## src/rtl/w5300_bus_driver.sv

```systemverilog
// Cycle-timed access engine for the W5300 direct-address parallel host bus.
// One {dir, addr}/wr_data word per access; all bus controls and results are registered.
module w5300_bus_driver #(
  parameter int T_SETUP    = 1,
  parameter int T_STROBE   = 7,
  parameter int T_HOLD     = 1,
  parameter int T_RECOVERY = 1
) (
  input  logic        clk,
  input  logic        rst,
  input  logic        req,
  input  logic [10:0] addr,
  input  logic [15:0] wr_data,
  output logic [15:0] rd_data,
  output logic        op_state,
  output logic        busy,
  output logic        cs_n,
  output logic        rd_n,
  output logic        wr_n,
  output logic [9:0]  bus_addr,
  output logic [15:0] data_out,
  output logic        data_oe,
  input  logic [15:0] data_in
);

  if (T_SETUP < 1 || T_SETUP > 15) begin : g_bad_setup
    $error("T_SETUP must be within 1..15");
  end
  if (T_STROBE < 1 || T_STROBE > 15) begin : g_bad_strobe
    $error("T_STROBE must be within 1..15");
  end
  if (T_HOLD < 1 || T_HOLD > 15) begin : g_bad_hold
    $error("T_HOLD must be within 1..15");
  end
  if (T_RECOVERY < 1 || T_RECOVERY > 15) begin : g_bad_recovery
    $error("T_RECOVERY must be within 1..15");
  end

  localparam logic [3:0] SETUP_LAST    = 4'(T_SETUP - 1);
  localparam logic [3:0] STROBE_LAST   = 4'(T_STROBE - 1);
  localparam logic [3:0] HOLD_LAST     = 4'(T_HOLD - 1);
  localparam logic [3:0] RECOVERY_LAST = 4'(T_RECOVERY - 1);

  typedef enum logic [2:0] {IDLE, SETUP, STROBE, HOLD, RECOVER} state_t;

  state_t     state_reg;
  logic [3:0] phase_cnt_reg;
  logic       dir_reg;

  // Every bus output is updated on the edge that enters the phase it belongs to,
  // so pad-facing signals never pass through combinational logic.
  always_ff @(posedge clk or posedge rst) begin
    if (rst) begin
      state_reg     <= IDLE;
      phase_cnt_reg <= 4'd0;
      dir_reg       <= 1'b0;
      cs_n          <= 1'b1;
      rd_n          <= 1'b1;
      wr_n          <= 1'b1;
      data_oe       <= 1'b0;
      op_state      <= 1'b0;
      busy          <= 1'b0;
      bus_addr      <= 10'd0;
      data_out      <= 16'd0;
      rd_data       <= 16'd0;
    end else begin
      op_state <= 1'b0;
      case (state_reg)
        IDLE: begin
          if (req) begin
            dir_reg       <= addr[10];
            bus_addr      <= addr[9:0];
            data_out      <= wr_data;
            cs_n          <= 1'b0;
            data_oe       <= addr[10];
            busy          <= 1'b1;
            phase_cnt_reg <= 4'd0;
            state_reg     <= SETUP;
          end
        end
        SETUP: begin
          if (phase_cnt_reg == SETUP_LAST) begin
            rd_n          <= dir_reg;
            wr_n          <= ~dir_reg;
            phase_cnt_reg <= 4'd0;
            state_reg     <= STROBE;
          end else begin
            phase_cnt_reg <= phase_cnt_reg + 4'd1;
          end
        end
        STROBE: begin
          if (phase_cnt_reg == STROBE_LAST) begin
            // Strobe is still low at this edge, so the sampled data is valid.
            if (!dir_reg) rd_data <= data_in;
            rd_n          <= 1'b1;
            wr_n          <= 1'b1;
            phase_cnt_reg <= 4'd0;
            state_reg     <= HOLD;
          end else begin
            phase_cnt_reg <= phase_cnt_reg + 4'd1;
          end
        end
        HOLD: begin
          if (phase_cnt_reg == HOLD_LAST) begin
            cs_n          <= 1'b1;
            data_oe       <= 1'b0;
            op_state      <= 1'b1;
            phase_cnt_reg <= 4'd0;
            state_reg     <= RECOVER;
          end else begin
            phase_cnt_reg <= phase_cnt_reg + 4'd1;
          end
        end
        RECOVER: begin
          if (phase_cnt_reg == RECOVERY_LAST) begin
            busy          <= 1'b0;
            phase_cnt_reg <= 4'd0;
            state_reg     <= IDLE;
          end else begin
            phase_cnt_reg <= phase_cnt_reg + 4'd1;
          end
        end
        default: begin
          state_reg     <= IDLE;
          phase_cnt_reg <= 4'd0;
        end
      endcase
    end
  end

endmodule

```

## config.mk

```make
export PLATFORM = sky130hd
export DESIGN_NAME = w5300_bus_driver
export DESIGN_NICKNAME = d
export VERILOG_FILES = /design/src/rtl/w5300_bus_driver.sv
export SDC_FILE = /design/constraint.sdc
export NUM_CORES = 1
export LEC_CHECK = 0
export BUFFER_PORTS_ARGS = -buffer_cell sky130_fd_sc_hd__buf_4
export CAP_MARGIN = 20
export CORE_MARGIN = 2
export CORE_UTILIZATION = 29
export DETAILED_ROUTE_END_ITERATION = 8
export HOLD_SLACK_MARGIN = 0.02
export PLACE_DENSITY = 0.61
export SETUP_SLACK_MARGIN = 0.3
export SLEW_MARGIN = 20
export SYNTH_ARGS = -nofsm -noshare
export SYNTH_HDL_FRONTEND = slang
export SYNTH_SLANG_ARGS = --single-unit
export TNS_END_PERCENT = 30
```

## constraint.sdc

```tcl
create_clock -name clk -period 2.6 [get_ports clk]
set_clock_uncertainty 0.1 [all_clocks]
set_input_delay 0.39 -clock clk [delete_from_list [all_inputs] [get_ports clk]]
set_output_delay 0.39 -clock clk [all_outputs]
set_load 0.05 [all_outputs]
```

==> impl_metrics.ini, run 1 <==
[sta]
rsz0062_at_grt = no
period_minus_slack_ps = 1930
slew_headroom_pct = 56.8
hold_viol_final = 0
setup_viol = 0
finalSetupTns_ps = 0
worst_slew_pin_slew_ps = 644
fin_crit_sh_pct = 74.1
worst_slack_ps = 674
fmax_mhz = 519
drv_slew = 0

[logic_synthesis]
synth_cells = 220
ys_warn_count = 0
syn_area_um2 = 2360
yosys_register_bits = 56
ys_top_cells_by_count = nand2_1 (87), dfrtp_1 (53), mux2_4 (10), o21ai_0 (7)
yosysSeqAreaShare_pct = 59.4
syn_nets = 269
synth.distinct_cells = 34
synth_ff_type = dfrtp_1
synth_top_cell_by_area = dfrtp_1
synth_edf_count = 0
synth_top_area_share_pct = 56.1
ys_async_sr_fraction_pct = 100
avgSynthCellArea_um2 = 10.7
synth_area_leaders = dfrtp_1 (56%), nand2_1 (14%), mux2_4 (6.4%)
yosysMostFrequentCell = nand2_1

[cts]
root_buffer = clkbuf_8
clkTransAtPathRegs_ps = 100
clock_sinks = 56
insertion_delay_ps = 300
h-tree-depth = 2
holdBufCountCts = 0
cts-resized-gates = 0
cts_setup_buffers = 0
cts_made_buffers = 5
cts_tree = yes
clk_path_buf_depth = 2

[setup_path]
worstPathMaxFanout = 16
cp_slowest_stage_delay_ps = 430
cp.required_ps = 2690
worstPathCellList = inv_1 -> ha_1 -> nand2_1 -> nor4_4 -> and2_4 -> mux2_2
path_class = register to register
start_kind = register
critPathSlowestCell = dfrtp_1
arrival_ps = 2020
timing.rr.end = rd_data[4]
crit_buf_inv = 1
cp-end-kind = register
timing.rr.start = phase_cnt_reg[0]
reg2reg_slack_ps = 670
critical_path.top_delay_family = simple AND/OR/NAND/NOR gates
reg2reg_depth = 6

[drt]
detail-route-antenna-nets = 0
vias = 1797
first_pass_iters = 4
wire_per_inst_um = 12.3
remaining_drc_errors = 0
drt-total-wl_mm = 5.12
via_per_inst = 4.32
first_iter_violations = 61

[power_and_ir_drop]
p_int_mw = 2.16
pwr-share-comb_pct = 51.5
swShare_pct = 47.5
p_switching_mw = 1.96
peakVddDrop_mv = 0.465
seqPwrFrac_pct = 35.0
power.density_nw_per_um2 = 1270
p_leak_nw = 1.72
p_clk_share_pct = 13.5

[grt]
grt_pass1_vias = 1773
overflow = 0
grt_first_pass_wirelength_mm = 8.16
grt_start_max_net_pins = 31
antenna_found_initial = 0
grtUsageTotal_pct = 11.5

[hold_path]
hp-class = input pin to async pin

[die]
initial_core_util_pct = 30.3
core_area_um2 = 7810
row_count = 32
die_x_um = 94.3
die_h_um = 94.3
die-area_um2 = 8890
ioPinCount = 94

[placement]
pre_cts_slack_ps = 685
gp_congestion = 0.769
port_buffers = 93
dpl.hpwl_mm = 3.87

[layout]
drive_gt1_share_pct = 40.4
fillers = 760
final_nets = 362
num_antenna_cells = 0
area_growth_syn_to_layout_pct = 37.5
top_regs = data_out (16), rd_data (16), bus_addr (10)

[run]
cap_violations = 0

[status]
outcome = complete, no violations
==> power by group through the flow <==
stage                     registers [mW]  clock network (mW)  logic (mW)
after floorplan                     2.29                   0       0.674
after CTS                           1.44               0.584        2.15
after global placement              1.45                   0        2.13
final                               1.44               0.556        2.12
after detailed placement            1.45                   0        2.15
after global routing                1.49               0.618        2.28
==> metrics by stage <==
step | util [%] | hold WS (ps) | instance area, um^2 | power [mW] | cells
after floorplan | - | 372 | 2360 | 2.97 | 220
after global placement | 40.3 | 363 | 3140 | 3.58 | 408
after detailed placement | 40.3 | 365 | 3140 | 3.60 | 408
after CTS | 41.6 | 67.4 | 3250 | 4.18 | 416
after global routing | 41.6 | 102 | 3250 | 4.39 | 416
final | 41.6 | 45.3 | 3250 | 4.11 | 416
==> kinds of logic after synthesis <==
| logic type | share of synthesized area [%] |
|---|---|
| DFF | 59.4 |
| muxes | 9.21 |
| adders and majority gates | 1.59 |
| xor gates and xnor gates | 0.371 |
| and+or+nand+nor | 20.8 |
| buffers and inverters | 4.39 |
| AOI/OAI and AO/OA | 4.18 |
==> cell type report <==
class / count / area, um^2 / area share [%]
tap: 102 / 128 / 3.93
inverter: 6 / 22.5 / 0.693
clock buffer: 6 / 72.6 / 2.23
multi-input combinational: 148 / 855 / 26.3
timing repair buffer: 96 / 733 / 22.6
clock inverter: 2 / 35.0 / 1.08
sequential: 56 / 1410 / 43.2
==> worst reg2reg max path: cells and delay by family (launching register included) <==
| kind | cells | cell delay [ps] |
|---|---|---|
| and+or+nand+nor | 3 | 650 |
| DFF | 1 | 430 |
| adders and majority gates | 1 | 160 |
| muxes | 1 | 370 |
| buffers and inverters | 1 | 100 |
==> how the worst max path moves through the flow <==
stage                           startpoint           to  slack, ps  cells after the start
after floorplan                        rst  bus_addr[0]        740                      1
after detailed placement  phase_cnt_reg[0]   rd_data[1]        690                      6
final                     phase_cnt_reg[0]   rd_data[4]        670                      6
after global routing      phase_cnt_reg[0]   rd_data[3]        540                      6
after global placement    phase_cnt_reg[0]   rd_data[2]        720                      6
after CTS                 phase_cnt_reg[0]   rd_data[1]        670                      6
==> per-layer routing <==
layer	global-route usage (%)	routed length [um]	part of all wire, %
met1	14.9	2280	45
met2	18.8	2370	46
met3	3.53	444	8.7
met4	3.14	29	0.57
met5	0	0	0
==> cell usage in the layout (no fill, tap or decap), types with 4 or more instances in the layout <==
| cell type | count |
|---|---|
| buf_4 | 95 |
| a21oi_1 | 4 |
| mux2_4 | 10 |
| nor2_1 | 6 |
| mux2_2 | 6 |
| o21ai_0 | 7 |
| dfrtp_1 | 53 |
| inv_1 | 5 |
| nand2_1 | 87 |
| clkbuf_8 | 5 |
Power figures use the tool's default switching activity.
==> run 2: changes to the inputs <==
PLACE_DENSITY = 0.63   (was 0.61)
clock period = 1.7 ns   (was 2.6 ns; I/O delays follow)
==> impl_metrics.ini, run 2 (same netlist as run 1, synthesis figures left out) <==
[status]
outcome = finished, violations left
violations = setup timing

[setup_path]
reg2reg_slack_ps = -10
critical_path.top_delay_family = simple AND/OR/NAND/NOR gates
timing.rr.end = rd_data[6]
cp_slowest_stage_delay_ps = 400
start_kind = register
crit_end = rd_data[6]
cp.required_ps = 1790
critPathSlowestCell = dfrtp_1
worstPathMaxFanout = 8
startpoint = phase_cnt_reg[0]
crit_buf_inv = 2
arrival_ps = 1800
path_class = register to register
critical_path_cell_count = 7
timing.rr.start = phase_cnt_reg[0]
cp-end-kind = register
worstPathCellList = inv_2 -> ha_4 -> nand2_4 -> nor4_4 -> and2_4 -> buf_12 -> mux2_4
reg2reg_depth = 7

[cts]
insertion_delay_ps = 310
cts_tree = yes
clkTransAtPathRegs_ps = 100
clock_sinks = 56
clk_path_buf_depth = 2
root_buffer = clkbuf_8
cts_made_buffers = 5
h-tree-depth = 2

[grt]
grt_start_max_net_pins = 57
grt_first_pass_wirelength_mm = 9.20
top_usage_layer = met2
grt_pass1_vias = 1959
use_met3_pct = 3.93
use_met1_pct = 17.2
overflow = 0
grtUsageTotal_pct = 13.2
antenna_found_initial = 0
use_met2_pct = 21.8

[sta]
fmax_mhz = 584
fin_crit_sh_pct = 101
setup_viol = 8
hold_viol_final = 0
rsz0062_at_grt = yes
slew_headroom_pct = 80.3
drv_slew = 0
period_minus_slack_ps = 1710
worst_slack_ps = -11.1
finalSetupTns_ps = -34.9
worst_slew_pin_slew_ps = 296

[layout]
num_antenna_cells = 0
top_regs = data_out (16), rd_data (16), bus_addr (10)
final_common_cell = buf_4
final_nets = 388
area_growth_syn_to_layout_pct = 56.0
drive_gt1_share_pct = 49.1
final_util_pct = 47.2
layout_common_cells = buf_4 (107), nand2_1 (85), dfrtp_1 (53), mux2_4 (16), buf_6 (7)

[placement]
pre_cts_slack_ps = -110
port_buffers = 93
gp_congestion = 0.765
dpl.hpwl_mm = 4.02

[die]
die-area_um2 = 8890
core_area_um2 = 7810
row_count = 32
die_h_um = 94.3
die_x_um = 94.3
initial_core_util_pct = 30.3
ioPinCount = 94

[drt]
via_per_inst = 4.38
detail-route-antenna-nets = 0
first_iter_violations = 68
vias = 1934
first_pass_iters = 4
remaining_drc_errors = 0
drt-total-wl_mm = 6.06
wire_per_inst_um = 13.7

[power_and_ir_drop]
power.density_nw_per_um2 = 1930
p_leak_nw = 1.92
peakVddDrop_mv = 0.840

[run]
cap_violations = 0

[hold_path]
hp-class = input pin to register
==> run 2: cell types whose count changed in the layout (fill, tap and decap cells not counted), moves of 3 or more <==
cell	change
buf_4	+12
buf_6	+7
mux2_2	-6
buf_12	+3
mux2_4	+6
o21ai_0	-3
==> run 2: worst min path at each step <==
stage                from          end  slack (ps)  cells after the start
2_1_floorplan         rst  bus_addr[0]         230                      1
5_1_grt           addr[7]  bus_addr[7]          20                      3
4_1_cts        wr_data[4]  data_out[4]          20                      3
3_5_place_dp          rst   rd_data[9]         260                      3
6_report       wr_data[7]  data_out[7]          30                      3
3_3_place_gp          rst  rd_data[12]         260                      3
==> run 2: power breakdown <==
group	leakage [nW]	switching (mW)	internal, mW
clock	0.0552	0.420	0.438
sequential	0.717	0.317	1.84
combinational	1.15	2.58	1.53
total	1.92	3.31	3.81
==> run 2: repair_timing <==
item,4_1_cts,5_1_grt
endpoints found under the hold margin,54,0
resized for setup,17,29
setup buffers,6,2
setup endpoints to repair,58,59
hold buffers,2,0
pin swaps,3,10
==> run 2: stage by stage <==
step           hold WS [ps]  instance area, um^2  cells  power [mW]
4_1_cts                20.3                 3560    440        6.86
3_5_place_dp            264                 3290    424        5.82
2_1_floorplan           234                 2370    220        4.54
5_1_grt                20.1                 3690    442        7.57
3_3_place_gp            262                 3290    424        5.75
6_report               30.3                 3690    442        7.13
==> run 2: metal layers <==
layer	vias up	part of all wire, %
met5	-	0
met1	928	43
li1	944	-
met2	62	51
met4	0	0
met3	0	6.4
==> run 2: final cells by class <==
class                   count  area (um^2)
multi-input cells         148         1010
fillers                   728         4120
repair buffers            122         1010
well taps                 102          128
clock buffers               6         72.6
clock inverters             2         35.0
inverters                   6         28.8
flip-flops and latches     56         1410
==> run 2: worst min-delay path, delay by kind of cell <==
family | cells | cell delay (ps)
buf+inv | 1 | 80
simple gates | 2 | 80
==> run 3: changes to the inputs <==
CORE_MARGIN = not set   (was 2)
==> impl_metrics.ini, run 3 (same netlist as run 1, synthesis figures left out) <==
[sta]
fin_crit_sh_pct = 101
period_minus_slack_ps = 1710
rsz0062_at_grt = yes
slew_headroom_pct = 75.2
setup_viol = 11
fmax_mhz = 584
worst_slew_pin_slew_ps = 368
worst_slack_ps = -13.7
hold_viol_final = 0
holdWs_ps = 31.5
drv_slew = 0

[die]
core_area_um2 = 7810
row_count = 32
die_x_um = 92.3
ioPinCount = 94
die_h_um = 92.3
die-area_um2 = 8510
initial_core_util_pct = 30.3

[drt]
drt-total-wl_mm = 5.90
detail-route-antenna-nets = 0
first_iter_violations = 48
via_per_inst = 4.46
vias = 1971
wire_per_inst_um = 13.3
first_pass_iters = 4
remaining_drc_errors = 0

[grt]
grtUsageTotal_pct = 14.1
grt_first_pass_wirelength_mm = 9.52
antenna_found_initial = 0
use_met2_pct = 25.3
use_met3_pct = 2.74
top_usage_layer = met2
use_met1_pct = 17.2
grt_pass1_vias = 2065
grt_start_max_net_pins = 57
overflow = 0

[cts]
clkTransAtPathRegs_ps = 100
root_buffer = clkbuf_8
clk_path_buf_depth = 2
h-tree-depth = 2
insertion_delay_ps = 310
clock_sinks = 56
cts_made_buffers = 5
cts_tree = yes

[power_and_ir_drop]
p_int_mw = 3.85
peakVddDrop_mv = 0.789
p_switching_mw = 3.51
seqPwrFrac_pct = 29.4
pwr-share-comb_pct = 60.2
p_clk_share_pct = 10.4
p_leak_nw = 2.04
swShare_pct = 47.7
power.density_nw_per_um2 = 1890

[setup_path]
cp.required_ps = 1800
startpoint = phase_cnt_reg[0]
reg2reg_depth = 7
worstPathMaxFanout = 6
timing.rr.start = phase_cnt_reg[0]
path_class = register to register
start_kind = register
cp-end-kind = register
arrival_ps = 1810

[status]
outcome = finished, violations left
violations = setup timing

[hold_path]
hold_path_depth = 3
hp-class = input pin to register
worstHoldStart = addr[8]

[layout]
final_common_cell = buf_4
layout_common_cells = buf_4 (102), dfrtp_1 (52), nand2_1 (47), nand2_2 (26), mux2_4 (16)
final_area_um2 = 3900
top_regs = data_out (16), rd_data (16), bus_addr (10)
num_antenna_cells = 0
area_growth_syn_to_layout_pct = 65.0
drive_gt1_share_pct = 62.4
fillers = 708
final_nets = 388

[placement]
placed_area_um2 = 3290
gp_congestion = 0.741
dpl.hpwl_mm = 3.82
port_buffers = 93

[run]
cap_violations = 0
-- run 3: changes by cell type in the layout (fill, tap and decap cells not counted), moves of 2 or more --
cell and change:
nor3_1 -2, nand2_2 +25, o21ai_0 -4, nand2_4 +13, buf_6 +3, nand2_1 -38
o21ai_1 +3, buf_4 -5
-- run 3: what timing repair did --
| action | in CTS | in global routing |
|---|---|---|
| cloned | 1 | 0 |
| pin swaps | 60 | 58 |
| gates resized for setup | 71 | 43 |
| hold endpoints to repair | 54 | 0 |
| buffers inserted | 7 | 0 |
| hold buffers | 2 | 0 |
| endpoints found under the setup margin | 57 | 58 |
-- run 3: stage by stage --
stage               power [mW]  util [%]  std cells  TNS [ps]  setup WS [ps]
floorplan                 4.54         -        220     -1250           -117
global placement          5.75      42.2        424      -425          -52.1
detailed placement        5.80      42.2        424     -1360           -118
CTS                       7.09      48.0        442     -1030          -75.2
global route              7.77      50.0        442     -1360          -86.8
finish                    7.36      50.0        442      -103          -13.7
-- run 3: worst max-delay path, stage by stage (launching register included) --
cell and delay [ps]:
dfrtp_1 400, inv_2 80, ha_4 140, nand2_4 50, nor4_4 140, and2_4 250, buf_12 140, mux2_4 290
-- run 3: final timing paths --
| check | to | slack [ps] |
|---|---|---|
| max | rd_data[6] | -10 |
| min | bus_addr[8] | 30 |
| max reg2reg | rd_data[6] | -10 |
| min reg2reg | bus_addr[6] | 380 |
| max in group asynchronous | cs_n | 740 |
| min in group asynchronous | rd_data[0] | 470 |
-- run 3: layout make-up --
type	count	area, um^2	share of cell area, %
Sequential cell	56	1410	36.1
Multi-Input combinational cell	148	1190	30.6
Timing Repair Buffer	122	1050	26.9
Tap cell	102	128	3.27
Clock buffer	7	86.3	2.21
Inverter	6	26.3	0.674
Clock inverter	1	7.51	0.192
-- run 3: power by group through the flow --
stage | sequential (mW) | combinational (mW) | clock, mW
after detailed placement | 2.15 | 3.66 | 0
final | 2.16 | 4.43 | 0.765
after CTS | 2.15 | 4.15 | 0.793
after global routing | 2.22 | 4.70 | 0.850
after global placement | 2.14 | 3.61 | 0
after floorplan | 3.51 | 1.03 | 0
-- run 3: layer usage --
layer | part of all wire (%) | up-vias
met5 | 0 | -
met4 | 0.98 | 0
met3 | 4.6 | 6
met2 | 52 | 59
met1 | 43 | 965
li1 | - | 941
